### config.mk
export PLATFORM = sky130hd
export DESIGN_NAME = acc_cpu_core
export DESIGN_NICKNAME = d
export VERILOG_FILES = /design/src/rtl/acc_cpu_pkg.sv /design/src/rtl/acc_cpu_alu.sv /design/src/rtl/acc_cpu_core.sv
export SDC_FILE = /design/constraint.sdc
export NUM_CORES = 1
export LEC_CHECK = 0
export ABC_AREA = 1
export CORE_ASPECT_RATIO = 0.75
export CORE_MARGIN = 8
export CORE_UTILIZATION = 25
export CTS_CLUSTER_DIAMETER = 60
export DETAILED_ROUTE_END_ITERATION = 10
export PLACE_DENSITY = 0.5
export SLEW_MARGIN = 20
export SYNTH_ARGS = -nofsm -noshare
export SYNTH_HDL_FRONTEND = slang
export SYNTH_SLANG_ARGS = --single-unit
export TNS_END_PERCENT = 50
### constraint.sdc
create_clock -name clock -period 2.55 [get_ports clock]
set_input_delay 0.51 -clock clock [delete_from_list [all_inputs] [get_ports clock]]
set_output_delay 0.51 -clock clock [all_outputs]
set_load 0.05 [all_outputs]
### src/rtl/acc_cpu_pkg.sv
// Shared opcode and sequencer-state definitions for the accumulator CPU.
package acc_cpu_pkg;

  localparam int OP_W = 3;

  typedef enum logic [OP_W-1:0] {
    OP_HLT = 3'b000,
    OP_LDA = 3'b001,
    OP_ADD = 3'b010,
    OP_STO = 3'b011,
    OP_SUB = 3'b100,
    OP_JZ  = 3'b101,
    OP_JNC = 3'b110,
    OP_JMP = 3'b111
  } opcode_e;

  typedef enum logic [1:0] {
    ST_HALT   = 2'b00,
    ST_FETCH  = 2'b01,
    ST_DECODE = 2'b10,
    ST_OPER   = 2'b11
  } state_e;

endpackage

### src/rtl/acc_cpu_alu.sv
// Combinational W-bit ALU; bit W of the wide result is carry (ADD) or borrow (SUB).
module acc_cpu_alu
  import acc_cpu_pkg::*;
#(
  parameter int W = 8
) (
  input  opcode_e        op,
  input  logic [W-1:0]   ac,
  input  logic [W-1:0]   operand,
  output logic [W-1:0]   result,
  output logic           cf_next,
  output logic           zf_next
);

  logic [W:0] wide_s;

  // Operation select on a W+1-bit datapath
  always_comb begin
    wide_s = {(W+1){1'b0}};
    case (op)
      OP_ADD:  wide_s = {1'b0, ac} + {1'b0, operand};
      OP_SUB:  wide_s = {1'b0, ac} - {1'b0, operand};
      OP_LDA:  wide_s = {1'b0, operand};
      default: wide_s = {1'b0, ac};
    endcase
  end

  assign result  = wide_s[W-1:0];
  assign cf_next = wide_s[W];
  assign zf_next = (wide_s[W-1:0] == {W{1'b0}});

endmodule

### src/rtl/acc_cpu_core.sv
// Multicycle fetch/decode/execute accumulator CPU with a req/ack memory port.
module acc_cpu_core
  import acc_cpu_pkg::*;
#(
  parameter int ADDR_W     = 5,
  parameter int RESET_PC   = 0,
  parameter int AUTO_START = 0,
  parameter int OUT_ADDR   = 7
) (
  input  logic                   clock,
  input  logic                   reset_n,
  input  logic                   start,
  output logic                   mem_req,
  output logic                   mem_we,
  output logic [ADDR_W-1:0]      mem_addr,
  output logic [OP_W+ADDR_W-1:0] mem_wdata,
  input  logic [OP_W+ADDR_W-1:0] mem_rdata,
  input  logic                   mem_ack,
  output logic                   out_valid,
  output logic [OP_W+ADDR_W-1:0] out_data,
  output logic                   halted,
  output logic                   instr_done,
  output logic [ADDR_W-1:0]      pc,
  output logic [OP_W+ADDR_W-1:0] ac,
  output logic                   cf,
  output logic                   zf
);

  localparam int W = OP_W + ADDR_W;
  localparam logic [ADDR_W-1:0] RESET_PC_C = ADDR_W'(RESET_PC);
  localparam logic [ADDR_W-1:0] OUT_ADDR_C = ADDR_W'(OUT_ADDR);
  localparam state_e RESET_ST = (AUTO_START != 0) ? ST_FETCH : ST_HALT;

  state_e             state_q, state_d;
  logic [ADDR_W-1:0]  pc_q, pc_d;
  logic [W-1:0]       ac_q, ac_d, ir_q, ir_d, out_data_q, out_data_d;
  logic               cf_q, cf_d, zf_q, zf_d;
  logic               out_valid_q, out_valid_d, done_q, done_d;

  opcode_e            op_s;
  logic [ADDR_W-1:0]  addr_s;
  logic [W-1:0]       alu_res_s;
  logic               alu_cf_s, alu_zf_s, busy_s;

  assign op_s   = opcode_e'(ir_q[W-1:ADDR_W]);
  assign addr_s = ir_q[ADDR_W-1:0];

  acc_cpu_alu #(.W(W)) u_alu (
    .op      (op_s),
    .ac      (ac_q),
    .operand (mem_rdata),
    .result  (alu_res_s),
    .cf_next (alu_cf_s),
    .zf_next (alu_zf_s)
  );

  // Request is gated by reset_n so it drops the instant reset is applied
  assign busy_s     = (state_q == ST_FETCH) || (state_q == ST_OPER);
  assign mem_req    = reset_n & busy_s;
  assign mem_we     = reset_n & (state_q == ST_OPER) & (op_s == OP_STO);
  assign mem_addr   = (state_q == ST_OPER) ? addr_s : pc_q;
  assign mem_wdata  = ac_q;
  assign halted     = (state_q == ST_HALT);
  assign out_valid  = out_valid_q;
  assign out_data   = out_data_q;
  assign instr_done = done_q;
  assign pc         = pc_q;
  assign ac         = ac_q;
  assign cf         = cf_q;
  assign zf         = zf_q;

  // Sequencer and architectural next-state
  always_comb begin
    state_d     = state_q;
    pc_d        = pc_q;
    ac_d        = ac_q;
    ir_d        = ir_q;
    cf_d        = cf_q;
    zf_d        = zf_q;
    out_data_d  = out_data_q;
    out_valid_d = 1'b0;
    done_d      = 1'b0;
    case (state_q)
      ST_HALT: begin
        if (start) state_d = ST_FETCH;
        else       state_d = ST_HALT;
      end
      ST_FETCH: begin
        if (mem_ack) begin
          ir_d    = mem_rdata;
          pc_d    = pc_q + ADDR_W'(1);
          state_d = ST_DECODE;
        end else begin
          state_d = ST_FETCH;
        end
      end
      ST_DECODE: begin
        case (op_s)
          OP_HLT: begin
            done_d  = 1'b1;
            state_d = ST_HALT;
          end
          OP_JZ, OP_JNC, OP_JMP: begin
            if ((op_s == OP_JMP) || ((op_s == OP_JZ) && zf_q) || ((op_s == OP_JNC) && !cf_q))
              pc_d = addr_s;
            else
              pc_d = pc_q;
            done_d  = 1'b1;
            state_d = ST_FETCH;
          end
          default: state_d = ST_OPER;
        endcase
      end
      ST_OPER: begin
        if (mem_ack) begin
          case (op_s)
            OP_LDA: begin
              ac_d = alu_res_s;
              zf_d = alu_zf_s;
            end
            OP_ADD, OP_SUB: begin
              ac_d = alu_res_s;
              cf_d = alu_cf_s;
              zf_d = alu_zf_s;
            end
            OP_STO: begin
              if (addr_s == OUT_ADDR_C) begin
                out_valid_d = 1'b1;
                out_data_d  = ac_q;
              end else begin
                out_valid_d = 1'b0;
              end
            end
            default: ac_d = ac_q;
          endcase
          done_d  = 1'b1;
          state_d = ST_FETCH;
        end else begin
          state_d = ST_OPER;
        end
      end
      default: state_d = ST_HALT;
    endcase
  end

  // State and register update
  always_ff @(posedge clock or negedge reset_n) begin
    if (!reset_n) begin
      state_q     <= RESET_ST;
      pc_q        <= RESET_PC_C;
      ac_q        <= {W{1'b0}};
      ir_q        <= {W{1'b0}};
      cf_q        <= 1'b0;
      zf_q        <= 1'b0;
      out_data_q  <= {W{1'b0}};
      out_valid_q <= 1'b0;
      done_q      <= 1'b0;
    end else begin
      state_q     <= state_d;
      pc_q        <= pc_d;
      ac_q        <= ac_d;
      ir_q        <= ir_d;
      cf_q        <= cf_d;
      zf_q        <= zf_d;
      out_data_q  <= out_data_d;
      out_valid_q <= out_valid_d;
      done_q      <= done_d;
    end
  end

endmodule

# Yosys cells after proc, flatten, opt, wreduce, memory -nomap -nowiden
# Cells that the tools add are included.
# word_totals
output_inout_bits,41
wordCells,66
inputBits,12
regBits,35
# classes
reduce_logical,19
eq_ne,14
mux,18
addsub,3
n_bitwise,3
# op_table
operator,n
$pmux 9 s3,1
$mux 5,4
$eq 3x3->1 const B,4
$pmux 5 s2,1
$add 8x8->9,1
$sub 8x8->9,1
$logic_not 8->1,1
$pmux 2 s4,1
$reduce_and 4->1,2
$mux 1,7
$eq 3x2->1 const B,2
$ne 2x2->1 const B,3
$reduce_and 3->1,2
$reduce_or 3->1,2
$add 5x1->5 const B,1
$eq 5x3->1 const B,1
$eq 2x2->1 const B,2
$mux 2,2
$pmux 2 s2,1
$reduce_or 4->1,1
$and 1x1->1,3
$eq 3x1->1 const B,1
$logic_not 3->1,1
$logic_or 1x1->1,3
other kinds (8),9

# Depth between registers and ports, before layout
# Gate-level depths: netlist of the first run.
# logic_depth
depth_word,7
depth_mapped,19
mapped_depth_nobuf,19

# Modules after synthesis
# Synthesis of the first run repeated with hierarchy kept, for this count alone.
# hier_totals
cells_unflattened,389
hier_area_um2,2601.2
# modules_own_cells
module,seq_area_each_um2,instances,cells_per_inst,area_per_inst_um2
acc_cpu_core,875.8,1,217,1710.4
acc_cpu_alu,0.0,1,172,890.9

# Worst setup path after synthesis of the first run
# No wires, ideal clock.
# synth_path
kind,register to output
startpoint,register state_q[0]
endpoint,output port mem_we
arrival_time_ns,1.968
stages_incl_launch_ff,4
path_slack_ns,0.072
n_path_buf,1
t_required_ns,2.040
path_cell_list,dfrtp_1 -> nand2_2 -> clkbuf_1 -> nor3b_1
# synth_between
elab_chain_cells,3
# synth_lines
element,line,rtl
start: declaration,acc_cpu_core.sv:34,"state_e state_q, state_d;"
start signal: assignment,acc_cpu_core.sv:159,state_q <= state_d;
$eq 2x2->1,acc_cpu_core.sv:60,assign mem_we = reset_n & (state_q == ST_OPER) & (op_s == OP_STO);
$and 1x1->1 (2 in a row),acc_cpu_core.sv:60,
end: declaration,acc_cpu_core.sv:14,"output logic mem_we,"
# No other way between the ends.

# Worst setup path in the final report of the first run
# layout_path
startpoint,register ir_q[5]
endpoint,register zf_q (netlist: zf)
# layout_between
elab_chain_cells,3
word_cells_on_any_way,7
cone_classes,eq/ne: 3; mux: 1; reduce/logical: 3
# layout_lines
element,line,rtl
start: declaration,acc_cpu_core.sv:36,"logic [W-1:0] ac_q, ac_d, ir_q, ir_d, out_data_q, out_data_d;"
start signal: assignment,acc_cpu_core.sv:152,ir_q <= {W{1'b0}};
start signal: assignment,acc_cpu_core.sv:162,ir_q <= ir_d;
$eq 3x1->1 (tied with other cells),"acc_cpu_alu.sv:20, acc_cpu_core.sv:116",
$pmux 9 s3 / $reduce_or 3->1 (equally long branches),n/a,
$logic_not 8->1 / $reduce_and 3->1 (equally long branches),n/a,
end signal: assignment,acc_cpu_core.sv:164,zf_q <= zf_d;
end: declaration,acc_cpu_core.sv:37,"logic cf_q, cf_d, zf_q, zf_d;"
# Several ways; a longest one is shown, not always the timed one.
# A chain may end at the register's enable or synchronous reset.

==> impl_results.md, run 1 <==
- Status: complete, no violations
- Number of buffer cells added on primary ports: 52
- Top cells by count, synth: sky130_fd_sc_hd__nand2_1 (92), sky130_fd_sc_hd__inv_1 (57), sky130_fd_sc_hd__dfrtp_1 (35)
- Worst setup path class: flip-flop to flip-flop
- Compound-gate portion of the synthesized area: 12.7%
- Net count after synthesis: 367
- Number of inserted filler cells in the final layout: 1,016
- Required time at the endpoint of the critical path: 2.77 ns
- Startpoint type of the worst setup path: flip-flop
- Post-layout minimum cycle time: 2.43 ns
- Hold Violations, Final: 0
- Portion of the post-synthesis area used by sequential elements: 35.3%
- CTS Sinks: 35
- Max stage delay on crit path: 0.38 ns
- Final layout net count: 443
- Slew of the pin with the lowest slew margin: 0.514 ns
- Maximum clock insertion buffer count: 2
- Achievable clock frequency: 412 MHz
- Placed Instance Area: 3270 sq um
- Largest family of logic cells by synthesized area: simple AND/OR/NAND/NOR gates
- Setup repair after global routing missed its margin: false
- Via count of the first global-routing pass: 2,321
- Number of clock buffers inserted by TritonCTS: 5
- Core region area: 9660 sq um
- Cell at the root of the clock tree: sky130_fd_sc_hd__clkbuf_16
- Worst hold slack across all endpoints: 0.0376 ns
- Area delta synth->final: 42.1%
- Global router's overall resource usage: 11.1%
- Largest delay share family, worst path: simple AND/OR/NAND/NOR gates
- Count of antenna diodes in the layout: 0
- Setup Viol. Count Final: 0
- Final cell area excluding filler cells: 3530 sq um
- Proportion of layout cells with a drive suffix above 1: 20.0%
- Total Wirelength: 7.32 mm
- Die width: 131 um
- Largest net degree at the start of global routing: 23
- Initial standard-cell utilization of the core: 25.7%
- Basic-gate share of the synthesized area counting and, or, nand and nor cells: 29.2%
- Main flop type after synthesis: sky130_fd_sc_hd__dfrtp_1
- Number of violations reported at the end of detailed-routing iteration 0: 150
- Clock skew after layout: 0.00370 ns
- DPL Wire Length: 5.81 mm
- Post-Synthesis Cell Area: 2480 sq um
- Later-pin clock latency in the skew report: 0.28 ns
- Top-count cell post-synth: sky130_fd_sc_hd__nand2_1
- Post-synthesis instance total: 344
- Chip Height: 102 um
- Worst min-delay path category: primary input to asynchronous set/reset pin
- Clock-pin slew on the worst setup and hold paths: 0.06 ns
- Total number of vias: 2,396
- Number of synthesized register bits: 35
- Worst max-slew margin expressed relative to the limit: 65.6%
- Reg2reg setup slack: 0.12 ns
- Most area-consuming cells after synthesis: sky130_fd_sc_hd__dfrtp_1 (35%), sky130_fd_sc_hd__nand2_1 (14%), sky130_fd_sc_hd__inv_1 (8.6%)
- Post-synthesis area per instance: 7.22 sq um
- Crit path buffers/inverters: 2
- H-tree levels: 2
- Largest fanout on the critical path: 7
- Fraction of synthesized cell area taken by the top area cell type: 35.3%
- Fin. max-slew vios: 0
- Wire length of the first global-routing pass: 11.7 mm
- Number of flops mapped to enable cells by yosys: 0
- Die outline area: 13,400 sq um
- TritonCTS clock tree: built
- Master of the slowest instance on the critical path: sky130_fd_sc_hd__dfrtp_1
- Count of maximum capacitance violations: 0
- Async set or reset register ratio after synthesis: 100%
- Number of ports placed on the die boundary: 53
- Endpoint kind of the worst setup timing path: flip-flop
- Unique masters post-synth: 37
- Total grt overflow: 0
- Adder-Cell Fraction of Synth Area: 5.85%
- XOR/XNOR Fraction of Synth Area: 3.18%
- Row count: 31
- List of cells traversed by the critical path: nor2_2 > nand2_4 > inv_1 > nor2_2 > xor2_1 > ha_1 > nand2_1 > nand2_1 > inv_1 > nand2_1 > nand2_1 > nand2_1 > nor2_1 > nor2_1 > nand2_1 > nor2_1 > nand3_1 > nand2_1
- PnR worst setup slack: 0.121 ns
- Multiplexer share of the synthesized area: 0.454%
- Gpl congestion: 0.863
- Warnings, synthesis: 0
- Worst slack at placement: -0.476 ns
- Data arrival time of the critical path: 2.65 ns
- Top cell by count, worst path: sky130_fd_sc_hd__nand2_1
- Initial antenna violation count: 0
- Hold Buf Count CTS: 0
- Number of iterations in the first detailed-routing pass: 5
- Biggest area consumer among synthesized cells: sky130_fd_sc_hd__dfrtp_1
- Final clock period utilization by the worst path: 95.3%
- Number of remaining DRC errors: 0
- Number of nets still failing antenna checks after routing: 0
- Routed len/inst: 13.2 um
- Via density per instance: 4.33
==> cell families after synthesis <==
logic type | Yosys count
AO/OA/AOI/OAI | 56
flip-flops | 35
AND/OR/NAND/NOR | 156
adder cells (fa/ha/maj) | 11
multiplexers | 1
XOR/XNOR | 9
buffers and inverters | 76
==> routing by layer <==
layer,GRT usage [%],up-vias,routed length (um)
met1,16.0,1089,3830
met3,3.02,2,505
li1,-,1239,-
met4,1.85,0,24
met2,16.3,66,2960
met5,0,-,0
==> area by class of cell <==
type / count / area (sq um) / share of cell area [%]
inverter: 64 / 240 / 6.81
sequential: 35 / 876 / 24.8
clock inverter: 2 / 35.0 / 0.993
tap: 132 / 165 / 4.68
multi-input combinational: 233 / 1330 / 37.7
clock buffer: 6 / 139 / 3.94
timing repair buffer: 81 / 742 / 21.0
==> flip-flops by register name, summed over array words and instances, names as in the netlist <==
signal      count
state_q         2
cf              1
zf              1
ac              8
out_data        8
ir_q            8
pc              5
instr_done      1
out_valid       1
==> path summary, 6_finish.rpt <==
| kind | from | to | cells past startpoint |
|---|---|---|---|
| worst max-delay path | ir_q[5] | zf | 18 |
| worst min register to register | out_data[4] | out_data[4] | 2 |
| max in group asynchronous | reset_n | out_data[1] | 2 |
| worst max register to register | ir_q[5] | zf | 18 |
| min in group clock | out_data[4] | out_data[4] | 2 |
| worst min-delay path | reset_n | state_q[0] | 1 |
==> layout by cell type (no fill, tap or decap), types with 2 or more instances in the layout <==
master                            netlist  routed
sky130_fd_sc_hd__nand3_1               18      16
sky130_fd_sc_hd__ha_1                  10       7
sky130_fd_sc_hd__a21oi_2                1       3
sky130_fd_sc_hd__nand2_1               92      92
sky130_fd_sc_hd__nand3_2                2       4
sky130_fd_sc_hd__clkdlybuf4s50_1        0      39
sky130_fd_sc_hd__a31oi_1                4       4
sky130_fd_sc_hd__o21ai_0               23      22
sky130_fd_sc_hd__inv_1                 57      54
sky130_fd_sc_hd__o21ai_1                8       9
sky130_fd_sc_hd__a21oi_1               11       9
sky130_fd_sc_hd__dlymetal6s2s_1         0       2
sky130_fd_sc_hd__dfrtp_1               35      35
sky130_fd_sc_hd__nand2_2                3       3
sky130_fd_sc_hd__xor2_1                 8       8
sky130_fd_sc_hd__ha_4                   0       2
sky130_fd_sc_hd__nor2_2                 4       6
sky130_fd_sc_hd__nand2_4                3       3
sky130_fd_sc_hd__o22ai_1                5       5
sky130_fd_sc_hd__nand4_1                5       5
sky130_fd_sc_hd__nor2_4                 2       2
sky130_fd_sc_hd__buf_4                  8      34
sky130_fd_sc_hd__nor2_1                21      19
sky130_fd_sc_hd__inv_2                  7      10
sky130_fd_sc_hd__clkbuf_16              0       5
sky130_fd_sc_hd__dlygate4sd2_1          0       3
sky130_fd_sc_hd__buf_12                 0       2
==> per-stage QoR <==
step                      util [%]  instances  setup TNS, ns
after detailed placement      33.8        541          -2.92
final                         36.5        553              0
after global placement        33.8        541          -2.77
after CTS                     36.0        550              0
after global routing          36.5        553              0
after floorplan                  -        344              0
==> repair_timing <==
| action | CTS | global route |
|---|---|---|
| buffers inserted | 1 | 3 |
| endpoints found under the setup margin | 6 | 5 |
| pin swaps | 6 | 3 |
| resized for setup | 14 | 5 |
==> worst reg2reg max path, delay by kind of cell, from the launching register on <==
kind,cells,cell delay (ns)
xor+xnor,1,0.17
fa+ha+maj,1,0.37
buf+inv,2,0.20
flops,1,0.38
simple gates,14,1.26
Power of run 1 is not shown: default switching activity piles up to over one toggle a cycle in this logic, so the estimate is an artifact.
==> run 2, diff against run 1 <==
--- a/config.mk
+++ b/config.mk
@@ -11,7 +11,8 @@
 export CORE_UTILIZATION = 25
 export CTS_CLUSTER_DIAMETER = 60
 export DETAILED_ROUTE_END_ITERATION = 10
-export PLACE_DENSITY = 0.5
+export DONT_BUFFER_PORTS = 1
+export PLACE_DENSITY = 0.43
 export SLEW_MARGIN = 20
 export SYNTH_ARGS = -nofsm -noshare
 export SYNTH_HDL_FRONTEND = slang
==> impl_results.md, run 2 (synthesized netlist as in run 1, its figures left out) <==
- Status: complete, no violations
- Core region area: 9660 sq um
- Required time at the endpoint of the critical path: 2.75 ns
- Die width: 131 um
- Worst max-slew margin expressed relative to the limit: 59.7%
- DPL Wire Length: 5.66 mm
- Total number of vias: 2,212
- Reg-to-reg startpoint: ir_q[7]
- Number of violations reported at the end of detailed-routing iteration 0: 127
- Number of iterations in the first detailed-routing pass: 4
- Count of antenna diodes in the layout: 0
- Number of clock buffers inserted by TritonCTS: 5
- Total Wirelength: 7.29 mm
- Reg2reg setup slack: 0.19 ns
- Number of remaining DRC errors: 0
- Endpoint kind of the worst setup timing path: flip-flop
- Later-pin clock latency in the skew report: 0.29 ns
- Fin. max-slew vios: 0
- Chip Height: 102 um
- Post-layout minimum cycle time: 2.36 ns
- Initial standard-cell utilization of the core: 25.7%
- Area delta synth->final: 19.4%
- Count of maximum capacitance violations: 0
- Cell at the root of the clock tree: sky130_fd_sc_hd__clkbuf_16
- Hold Violations, Final: 0
- Proportion of layout cells with a drive suffix above 1: 17.9%
- Via density per instance: 4.42
- Worst setup path class: flip-flop to flip-flop
- Setup Viol. Count Final: 0
- Initial antenna violation count: 0
- Data arrival time of the critical path: 2.56 ns
- Number of nets still failing antenna checks after routing: 0
- CTS Sinks: 35
- Total grt overflow: 0
- Row count: 31
- Global router's overall resource usage: 11.6%
- Die outline area: 13,400 sq um
- Number of ports placed on the die boundary: 53
- Achievable clock frequency: 423 MHz
- Via count of the first global-routing pass: 2,126
- Startpoint type of the worst setup path: flip-flop
- Largest fanout on the critical path: 9
- Post-Route Setup TNS: 0 ns
- Slew of the pin with the lowest slew margin: 0.605 ns
- Endpoint of the worst-slack reg-to-reg timing path: cf
- R2R depth: 10
- Worst min-delay path category: primary input to asynchronous set/reset pin
- Number of buffer cells added on primary ports: 0
- Gpl congestion: 0.854
- Largest net degree at the start of global routing: 36
- Maximum clock insertion buffer count: 2
- H-tree levels: 2
- TritonCTS clock tree: built
- Wire length of the first global-routing pass: 11.7 mm
- Final layout net count: 390
- Routed len/inst: 14.6 um
- Most frequent standard cell in the layout excluding fill and tap cells: sky130_fd_sc_hd__nand2_1
- Final clock period utilization by the worst path: 92.7%
- Clock skew after layout: 0.00372 ns
- Most used cells in the layout excluding fill and tap cells: sky130_fd_sc_hd__nand2_1 (92), sky130_fd_sc_hd__inv_1 (56), sky130_fd_sc_hd__dfrtp_1 (35)
- Clock-pin slew on the worst setup and hold paths: 0.06 ns
run 2: changes by cell type in the layout (fill, tap and decap cells not counted), sizes merged:
cell and delta:
buf -9, dlymetal6s2s -2, dlygate4sd2 -3, clkdlybuf4s50 -39
run 2: per-stage QoR:
step                      utilization [%]  instances  worst slack [ns]  instance area, sq um  hold slack, ns
after detailed placement             28.3        487           -0.0173                  2730           0.216
final                                30.7        500             0.186                  2960          0.0593
after CTS                            30.3        496             0.110                  2930          0.0610
after global routing                 30.7        500         -0.000361                  2960          0.0615
after floorplan                         -        344            0.0723                  2480           0.214
after global placement               28.3        487           -0.0119                  2730           0.216
run 2: repair_timing:
action / 4_1_cts / 5_1_grt
buffers inserted: 0 / 4
hold endpoints to repair: 35 / 0
setup endpoints to repair: 0 / 3
resized for setup: 0 / 4
hold buffers: 1 / 0
run 2: how the worst max path moves through the flow:
stage | slack (ns) | start | depth (start not counted) | to
4_1_cts | 0.11 | ir_q[7] | 10 | cf
3_3_place_gp | -0.01 | mem_rdata[2] | 11 | cf
5_1_grt | -0.0004 | ir_q[6] | 18 | zf
3_5_place_dp | -0.02 | mem_rdata[0] | 19 | zf
6_report | 0.19 | ir_q[7] | 10 | cf
2_1_floorplan | 0.07 | state_q[0] | 3 | mem_we
run 2: layout make-up:
class | instances | area [sq um]
multi-input combinational | 233 | 1280
clock buffer | 6 | 139
clock inverter | 2 | 35.0
inverter | 64 | 240
tap | 132 | 165
fill | 1045 | 6700
sequential | 35 | 876
timing repair buffer | 28 | 223
run 2: worst max-delay path: stages, from the launching register on:
cell and delay, ns:
sky130_fd_sc_hd__dfrtp_1 0.43, sky130_fd_sc_hd__nand2_4 0.15, sky130_fd_sc_hd__inv_2 0.08, sky130_fd_sc_hd__or2_2 0.30
sky130_fd_sc_hd__xor2_1 0.15, sky130_fd_sc_hd__ha_1 0.34, sky130_fd_sc_hd__a21oi_1 0.27, sky130_fd_sc_hd__o21a_1 0.15
sky130_fd_sc_hd__nand2_1 0.08, sky130_fd_sc_hd__xor2_1 0.16, sky130_fd_sc_hd__a21oi_1 0.18
run 2: layer usage:
layer / up-vias / GRT usage [%] / part of all wire [%]
met3: 7 / 4.80 / 8.0
li1: 1133 / - / -
met1: 1025 / 16.8 / 55
met4: 0 / 3.43 / 0.96
met5: - / 0 / 0
met2: 47 / 15.0 / 36
Power of run 2 is left out for the same reason.
==> run 3, diff against run 2 <==
--- a/config.mk
+++ b/config.mk
@@ -6,7 +6,6 @@
 export NUM_CORES = 1
 export LEC_CHECK = 0
 export ABC_AREA = 1
-export CORE_ASPECT_RATIO = 0.75
 export CORE_MARGIN = 8
 export CORE_UTILIZATION = 25
 export CTS_CLUSTER_DIAMETER = 60
==> impl_results.md, run 3 (synthesized netlist as in run 1, its figures left out) <==
- Slew of the pin with the lowest slew margin: 0.604 ns
- Via density per instance: 4.27
- Row count: 36
- Number of ports placed on the die boundary: 53
- Routed len/inst: 13.5 um
- Later-pin clock latency in the skew report: 0.28 ns
- Endpoint kind of the worst setup timing path: flip-flop
- Data arrival time of the critical path: 2.55 ns
- Number of remaining DRC errors: 0
- Final clock period utilization by the worst path: 91.1%
- DPL Wire Length: 5.37 mm
- Total grt overflow: 0
- Number of buffer cells added on primary ports: 0
- Total Wirelength: 6.71 mm
- Die outline area: 13,400 sq um
- Worst min-delay path category: primary input to asynchronous set/reset pin
- Number of violations reported at the end of detailed-routing iteration 0: 123
- Worst setup path class: flip-flop to flip-flop
- CTS Sinks: 35
- Wire length of the first global-routing pass: 11.2 mm
- Setup bufs post-CTS: 0
- H-tree levels: 2
- Largest fanout on the critical path: 6
- Count of antenna diodes in the layout: 0
- Setup repair after global routing missed its margin: false
- Via count of the first global-routing pass: 2,125
- Maximum clock insertion buffer count: 2
- Final layout net count: 386
- Initial standard-cell utilization of the core: 25.5%
- Global router's overall resource usage: 10.7%
- Number of iterations in the first detailed-routing pass: 4
- Chip Height: 116 um
- Clock skew after layout: 0.00737 ns
- Worst max-slew margin expressed relative to the limit: 59.8%
- Total number of vias: 2,114
- Proportion of layout cells with a drive suffix above 1: 15.7%
- Setup Viol. Count Final: 0
- Cell at the root of the clock tree: sky130_fd_sc_hd__clkbuf_8
- Achievable clock frequency: 430 MHz
- Number of clock buffers inserted by TritonCTS: 5
- Most frequent standard cell in the layout excluding fill and tap cells: sky130_fd_sc_hd__nand2_1
- Core region area: 9730 sq um
- Largest net degree at the start of global routing: 36
- Area delta synth->final: 14.1%
- Post-Route Setup TNS: 0 ns
- Required time at the endpoint of the critical path: 2.77 ns
- Die width: 116 um
- Status: complete, no violations
- TritonCTS clock tree: built
- Fin. max-slew vios: 0
- Clock-pin slew on the worst setup and hold paths: 0.07 ns
- Initial antenna violation count: 0
- Hold Violations, Final: 0
- Most used cells in the layout excluding fill and tap cells: sky130_fd_sc_hd__nand2_1 (92), sky130_fd_sc_hd__inv_1 (57), sky130_fd_sc_hd__dfrtp_1 (35)
- Number of nets still failing antenna checks after routing: 0
- Startpoint type of the worst setup path: flip-flop
- Gpl congestion: 0.826
- Count of maximum capacitance violations: 0
- Post-layout minimum cycle time: 2.32 ns
run 3: worst paths after layout:
| check | to | slack [ns] | depth (start not counted) | startpoint |
|---|---|---|---|---|
| worst max-delay path | zf | 0.23 | 17 | ir_q[5] |
| worst min-delay path | state_q[0] | 0.06 | 1 | reset_n |
| worst max register to register | zf | 0.23 | 17 | ir_q[5] |
| worst min register to register | ir_q[4] | 0.55 | 2 | ir_q[4] |
| max in group asynchronous | out_valid | 2.30 | 1 | reset_n |
| min in group clock | ir_q[6] | 0.35 | 2 | mem_rdata[6] |
run 3: stage by stage:
stage / setup WS, ns / hold WS [ns] / cell area, sq um / instances / utilization, %
final: 0.227 / 0.0589 / 2830 / 495 / 29.1
after global routing: 0.0151 / 0.0610 / 2830 / 495 / 29.1
after CTS: 0.223 / 0.0607 / 2830 / 495 / 29.1
after detailed placement: 0.0569 / 0.216 / 2740 / 488 / 28.1
after global placement: 0.0836 / 0.216 / 2740 / 488 / 28.1
after floorplan: 0.0723 / 0.214 / 2480 / 344 / -
run 3: layout make-up:
cell class | count | area [sq um]
clock buffers | 6 | 72.6
fillers | 1086 | 6900
inverters | 64 | 240
multi-input cells | 233 | 1280
flip-flops and latches | 35 | 876
well taps | 133 | 166
repair buffers | 24 | 193
run 3: timing repair:
action | in CTS | in global routing
endpoints found under the setup margin | 0 | 1
endpoints found under the hold margin | 35 | 0
gates resized for setup | 0 | 2
hold buffers | 1 | 0
run 3: critical path, stage by stage, from the launching register on:
cell and delay, ns:
sky130_fd_sc_hd__dfrtp_1 0.39, sky130_fd_sc_hd__nor2_2 0.16, sky130_fd_sc_hd__nand2_4 0.08, sky130_fd_sc_hd__buf_4 0.17
sky130_fd_sc_hd__nand2_1 0.08, sky130_fd_sc_hd__xor2_1 0.17, sky130_fd_sc_hd__inv_1 0.07, sky130_fd_sc_hd__ha_1 0.36
sky130_fd_sc_hd__nand2_1 0.13, sky130_fd_sc_hd__nor2_1 0.10, sky130_fd_sc_hd__nand2_1 0.08, sky130_fd_sc_hd__nand3_1 0.07
sky130_fd_sc_hd__nand2_1 0.05, sky130_fd_sc_hd__nand3_1 0.06, sky130_fd_sc_hd__nand2_1 0.07, sky130_fd_sc_hd__nor2_1 0.09
sky130_fd_sc_hd__nand3_1 0.08, sky130_fd_sc_hd__nand2_1 0.06
run 3: per-layer routing:
| layer | vias to the layer above | global-route usage, % | share of wire (%) |
|---|---|---|---|
| met5 | - | 0 | 0 |
| met4 | 0 | 3.80 | 1.6 |
| met3 | 8 | 3.18 | 7.0 |
| met2 | 42 | 16.8 | 44 |
| met1 | 943 | 13.6 | 47 |
| li1 | 1121 | - | - |
Power of run 3 is left out for the same reason.
